==> config.mk <==
export PLATFORM = sky130hd
export DESIGN_NAME = acc_register
export DESIGN_NICKNAME = d
export VERILOG_FILES = /design/src/rtl/acc_register.sv
export SDC_FILE = /design/constraint.sdc
export NUM_CORES = 1
export LEC_CHECK = 0
export ABC_AREA = 1
export CORE_ASPECT_RATIO = 1.4
export CORE_MARGIN = 2
export CORE_UTILIZATION = 45
export CTS_CLUSTER_SIZE = 12
export DETAILED_ROUTE_END_ITERATION = 16
export DONT_BUFFER_PORTS = 1
export PLACE_DENSITY_LB_ADDON = 0.2
export SYNTH_ARGS = -nofsm -noshare
export SYNTH_HDL_FRONTEND = slang
export SYNTH_SLANG_ARGS = --single-unit
==> constraint.sdc <==
create_clock -name clk -period 2.05 [get_ports clk]
set_input_delay 0 -clock clk [delete_from_list [all_inputs] [get_ports clk]]
set_output_delay 0 -clock clk [all_outputs]
set_load 0.02 [all_outputs]
==> src/rtl/acc_register.sv <==
// Block accumulator: sums or subtracts a counted run of signed beats into a
// WIDTH-bit register, with wrap or saturate arithmetic and a sticky overflow flag.
module acc_register #(
  parameter int WIDTH = 8,
  parameter int CNT_W = 4,
  parameter bit SAT   = 1'b0
) (
  input  logic             clk,
  input  logic             rst_n,
  input  logic             start,
  input  logic [CNT_W-1:0] len,
  input  logic             in_valid,
  input  logic [WIDTH-1:0] d,
  input  logic             sub,
  output logic [WIDTH-1:0] out,
  output logic             busy,
  output logic             done,
  output logic             ovf
);

  typedef enum logic {IDLE, ACC} state_t;

  localparam logic [WIDTH-1:0] SMAX = {1'b0, {(WIDTH-1){1'b1}}};
  localparam logic [WIDTH-1:0] SMIN = {1'b1, {(WIDTH-1){1'b0}}};

  state_t           st, st_nx;
  logic [WIDTH-1:0] acc, acc_nx;
  logic [CNT_W-1:0] cnt, cnt_nx;
  logic             ovf_r, ovf_nx;
  logic             done_r, done_nx;

  // One guard bit; overflow shows up as the top two bits disagreeing.
  logic [WIDTH:0]   a_x, d_x, res;
  logic             of;
  logic [WIDTH-1:0] res_w;

  always_comb begin
    a_x   = {acc[WIDTH-1], acc};
    d_x   = {d[WIDTH-1], d};
    res   = sub ? (a_x - d_x) : (a_x + d_x);
    of    = res[WIDTH] ^ res[WIDTH-1];
    res_w = res[WIDTH-1:0];
    if (SAT && of) res_w = res[WIDTH] ? SMIN : SMAX;
  end

  always_comb begin
    st_nx   = st;
    acc_nx  = acc;
    cnt_nx  = cnt;
    ovf_nx  = ovf_r;
    done_nx = 1'b0;
    if (start) begin
      acc_nx = '0;
      ovf_nx = 1'b0;
      cnt_nx = len;
      if (len != '0) begin
        st_nx = ACC;
      end else begin
        st_nx   = IDLE;
        done_nx = 1'b1;
      end
    end else if (st == ACC && in_valid) begin
      acc_nx = res_w;
      ovf_nx = ovf_r | of;
      cnt_nx = cnt - 1'b1;
      if (cnt == CNT_W'(1)) begin
        st_nx   = IDLE;
        done_nx = 1'b1;
      end
    end
  end

  always_ff @(posedge clk) begin
    if (!rst_n) begin
      st     <= IDLE;
      acc    <= '0;
      cnt    <= '0;
      ovf_r  <= 1'b0;
      done_r <= 1'b0;
    end else begin
      st     <= st_nx;
      acc    <= acc_nx;
      cnt    <= cnt_nx;
      ovf_r  <= ovf_nx;
      done_r <= done_nx;
    end
  end

  assign out  = acc;
  assign busy = (st == ACC);
  assign done = done_r;
  assign ovf  = ovf_r;

endmodule

Yosys cells after proc, flatten, opt, wreduce, memory -nomap -nowiden

Cells that the tools add are included.

Bits of input ports: 17
ROM bits: 0
Output and inout port bits: 11
Logic and storage cells: 29
Bits in latches: 0
Bits in writable memories: 0
Memories kept: 0
Flip-flop bits (word level): 15

Bitwise logic cells: 3
Reduce and logical (&&, ||, !) cells: 6
Multiply operators: 0
Multiplexer cells: 11
Divide/modulo/power cells: 0
Shift operators: 0
Order comparisons: 0
Add/sub/neg operators: 3
Equal/unequal tests: 1

Operators by type and width:

| kind                | count |
|---|---|
| $add 8x8->9         | 1 |
| $mux 9              | 1 |
| $sub 8x8->9         | 1 |
| $mux 1              | 8 |
| $mux 4              | 2 |
| $eq 4x1->1 const B  | 1 |
| $reduce_bool 2->1   | 2 |
| $reduce_bool 4->1   | 1 |
| $sub 4x1->4 const B | 1 |
| $reduce_and 2->1    | 1 |
| $reduce_or 2->1     | 1 |
| $logic_and 1x1->1   | 1 |
| $not 1->1           | 1 |
| $or 1x1->1          | 1 |
| $xor 1x1->1         | 1 |

Logic depth before layout (Yosys ltp)

Depth after elaboration: 4
Gate-level depth with buffers: 19
Gate-level depth less buffers: 19

Worst setup path after synthesis

OpenSTA, ideal clock, no wires.

Kind: input -> register
From: input port d[1]
To: register acc[7], in the netlist out[7]
Buffers on the path: 0
Stages on the path: 16
Library setup time: 116 ps
Arrival time: 1757 ps
Setup slack: 178 ps
Cells stage by stage: inv_1 ha_1 inv_1 nor2_2 inv_1 o21ai_0 xnor2_1 inv_1 ha_1 a21o_1 a21oi_2 nand3b_1 nand2_2 inv_1 o21ai_0 inv_1

Word-level cells in the longest chain between the ends: 2
Elaborated cells between the ends (all ways): 3
Those cells by class: 2 x add/sub; 1 x mux

RTL lines:

| element                                    | line | text |
|---|---|---|
| start, declared                            | 13   | `input logic [WIDTH-1:0] d,` |
| $add 8x8->9 or $sub 8x8->9 (tied branches) | 40   | `res = sub ? (a_x - d_x) : (a_x + d_x);` |
| $mux 9 (*)                                 | 40   |  |
| end signal, assigned                       | 82   | `acc <= acc_nx;` |
| end, declared                              | 27   | `logic [WIDTH-1:0] acc, acc_nx;` |

Mark *: on every way between the ends. The rest lies on a longest branch, timed or not.
A chain may end at the register's enable or synchronous reset.

Worst setup path after layout

From: register st, in the netlist busy
To: register cnt[0]

Word-level cells in the longest chain between the ends: 2

RTL lines:

| element                     | line | text |
|---|---|---|
| start, declared             | 26   | `state_t st, st_nx;` |
| start signal, assigned      | 81   | `st <= st_nx;` |
| $logic_and 1x1->1           | 62   | `end else if (st == ACC && in_valid) begin` |
| $reduce_bool 2->1 (no line) | n/a  |  |
| end signal, assigned        | 83   | `cnt <= cnt_nx;` |
| end, declared               | 28   | `logic [CNT_W-1:0] cnt, cnt_nx;` |

Every way passes these cells.

==> impl_metrics.toml <==
[status]
status = "finished clean"

[logic_synthesis]
seq_area_frac_synth = 0.242
synthArstFlopShare = 0
ys_top_cells_by_area = "dfxtp_1 (24%), ha_1 (11%), inv_1 (11%)"
synth_common_cells = "inv_1 (35), nand2_1 (28), nor2_1 (19), dfxtp_1 (15), ha_1 (11)"
syn-num-nets = 208
yosysTopAreaCellShare = 0.242
syn-instance-count = 179
ys_seq_elements = 15
ys_warn_count = 0
synth_area_sq_mm = 0.00124
synth-edff-count = 0
yosysTopAreaCell = "dfxtp_1"
yosysMostFrequentCell = "inv_1"
synth_area_per_cell_sq_um = 6.93
ys.flop_type = "dfxtp_1"
ys_types = 31

[worst_hold_path]
hold_depth = 3
min_path_type = "input port to flip-flop"
hold_end = "done"
hp-start = "len[3]"

[global_routing]
grt_pass1_wl_um = 4830
track_usage = 0.189
grt_antenna_before_repair = 0
grt_start_max_net_pins = 13
grt_pass1_vias = 1167
overflow = 0

[layout]
multiInputGateArea_sq_um = 790
utilization = 0.539
seqCellArea_sq_um = 300
syn_to_final_growth_pct = 13.7
design_area_sq_mm = 0.00141
fin_nets = 223
diodes = 0
fillCellCount = 249
layout-drive-gt1-share = 0.109

[drt]
vias = 1174
routedWlPerCell_um = 12.0
drtIter0Drc = 30
viasPerCell = 5.13
ant_nets = 0
wirelength_um = 2750
drc = 0
drt_pre_antenna_iters = 4

[floorplanning]
die_area_sq_mm = 0.00320
die_h_um = 66.1
row_count = 22
core_area_sq_mm = 0.00262
die_x_um = 48.4
top_level_ports = 28
start_util = 0.474

[sta]
hold_viol = 0
rsz0062_at_grt = "no"
fmax_mhz = 529
tightest_slew_ns = 0.405
final.setup_skew_ns = 0.00166
period_minus_slack_ns = 1.89
relSlewSlack = 0.730
setup_viol = 0
whs_ns = 0.0261
finalCritPeriodShare = 0.922
slew_violations = 0

[critical_path]
r2r-end = "cnt[0]"
critPathArrivalTime_ns = 2.07
rrSetupSlack_ns = 0.16
critPathMaxStageDelay_ns = 0.58
rr_worst_depth = 6
crit_path_end_kind = "flip-flop"
crit-reg2reg-launch = "busy"
crit_chain = "nand2_2 -> nor2_1 -> inv_1 -> o221ai_1 -> dlygate4sd3_1 -> a21oi_1"
path_buf_inv = 2
cpMaxStageDelayCell = "dlygate4sd3_1"
critPathMaxFanout = 9
worstSetupStartpointType = "flip-flop"
crit_start = "busy"
criticalPathCategory = "flip-flop to flip-flop"
crit_family = "buffers and inverters"
required_ns = 2.23

[placed_design]
dpl.hpwl_um = 2150
port_buffers = 0
place.gp.congestion = 0.843
post_dp_cell_area_sq_mm = 0.00130

[pwr]
powerDensity_mw_per_mm2 = 509
leakagePower_uw = 0.000726
ir_drop_uv = 346

[clock_tree]
cts_tree = "built"
clockRootBuffer = "clkbuf_4"
cts.clk_slew.worst_paths_ns = 0.10
clockBufferDepth = 2
cts_made_buffers = 3
cts.sinks = 15
post-cts-setup-buffer-count = 0
insertion_delay_ns = 0.28
htree_levels = 1

[job]
drv_cap = 0
[worst register-to-register path: stages (launching register included)]
cell and delay, ns:
dfxtp_1 0.49, nand2_2 0.20, nor2_1 0.24, inv_1 0.10, o221ai_1 0.14, dlygate4sd3_1 0.58
a21oi_1 0.04
[state kept, by name, indices dropped and copies added (netlist names)]
signal  flops
out         8
cnt         4
busy        1
done        1
ovf         1
[how the worst max path moves through the flow]
stage	endpoint	slack (ns)	cells after the start
after floorplan	out[7]	0.18	16
after global placement	ovf	0.01	17
after detailed placement	ovf	-0.06	17
after CTS	cnt[0]	0.08	6
after global routing	ovf	0.02	17
final	cnt[0]	0.16	6
[per-layer routing]
metal	share of wire	GRT usage	vias up
li1	-	-	603
met1	0.42	0.187	549
met2	0.54	0.385	20
met3	0.036	0.0430	2
met4	0.0055	0.0571	0
met5	0	0	-
[metrics by stage]
step                setup TNS [ns]  power (uW)  std cells  setup WS, ns
floorplan                        0         497        179         0.178
global placement                 0         525        217        0.0106
detailed placement          -0.112         532        217       -0.0586
CTS                              0         722        229        0.0779
global route                     0         772        229        0.0164
finish                           0         717        229         0.160
[cells in the final DEF, fill, tap and decap left out, types with 3 or more instances in the layout]
cell,n
nand3_2,4
clkbuf_4,3
dlygate4sd3_1,8
a31oi_1,3
xor2_1,6
nand2_2,4
nor2_1,19
nand3_1,9
buf_4,5
nand2_1,27
dfxtp_1,15
xnor2_1,5
ha_1,11
o21ai_0,10
inv_1,35
a21oi_1,10
[layout make-up]
| type | instances | area share |
|---|---|---|
| Clock buffer | 4 | 0.0186 |
| Inverter | 35 | 0.0932 |
| Multi-Input combinational cell | 126 | 0.560 |
| Sequential cell | 15 | 0.213 |
| Tap cell | 36 | 0.0319 |
| Timing Repair Buffer | 13 | 0.0834 |
[where the power goes]
part,total (uW),leakage [uW],switching [uW],internal (uW)
Combinational,223,0.000589,129,94.2
Sequential,319,0.000123,14.8,304
Clock,175,0.0000150,99.9,75.4
Total,717,0.000726,244,474
[cells by family (layout without fill, tap and decap cells)]
group | after synthesis | count (layout) | synth area share
AND/OR/NAND/NOR | 69 | 69 | 0.256
buffers and inverters | 38 | 52 | 0.123
adder cells (fa/ha/maj) | 12 | 12 | 0.127
XOR/XNOR | 11 | 11 | 0.0777
flip-flops | 15 | 15 | 0.242
AO/OA/AOI/OAI | 34 | 34 | 0.174
[timing repair]
| item | in CTS | in global routing |
|---|---|---|
| hold buffers | 8 | 0 |
| setup endpoints to repair | 0 | 2 |
| endpoints found under the hold margin | 9 | 0 |
| gates resized for setup | 0 | 1 |
Power figures use the tool's default switching activity.
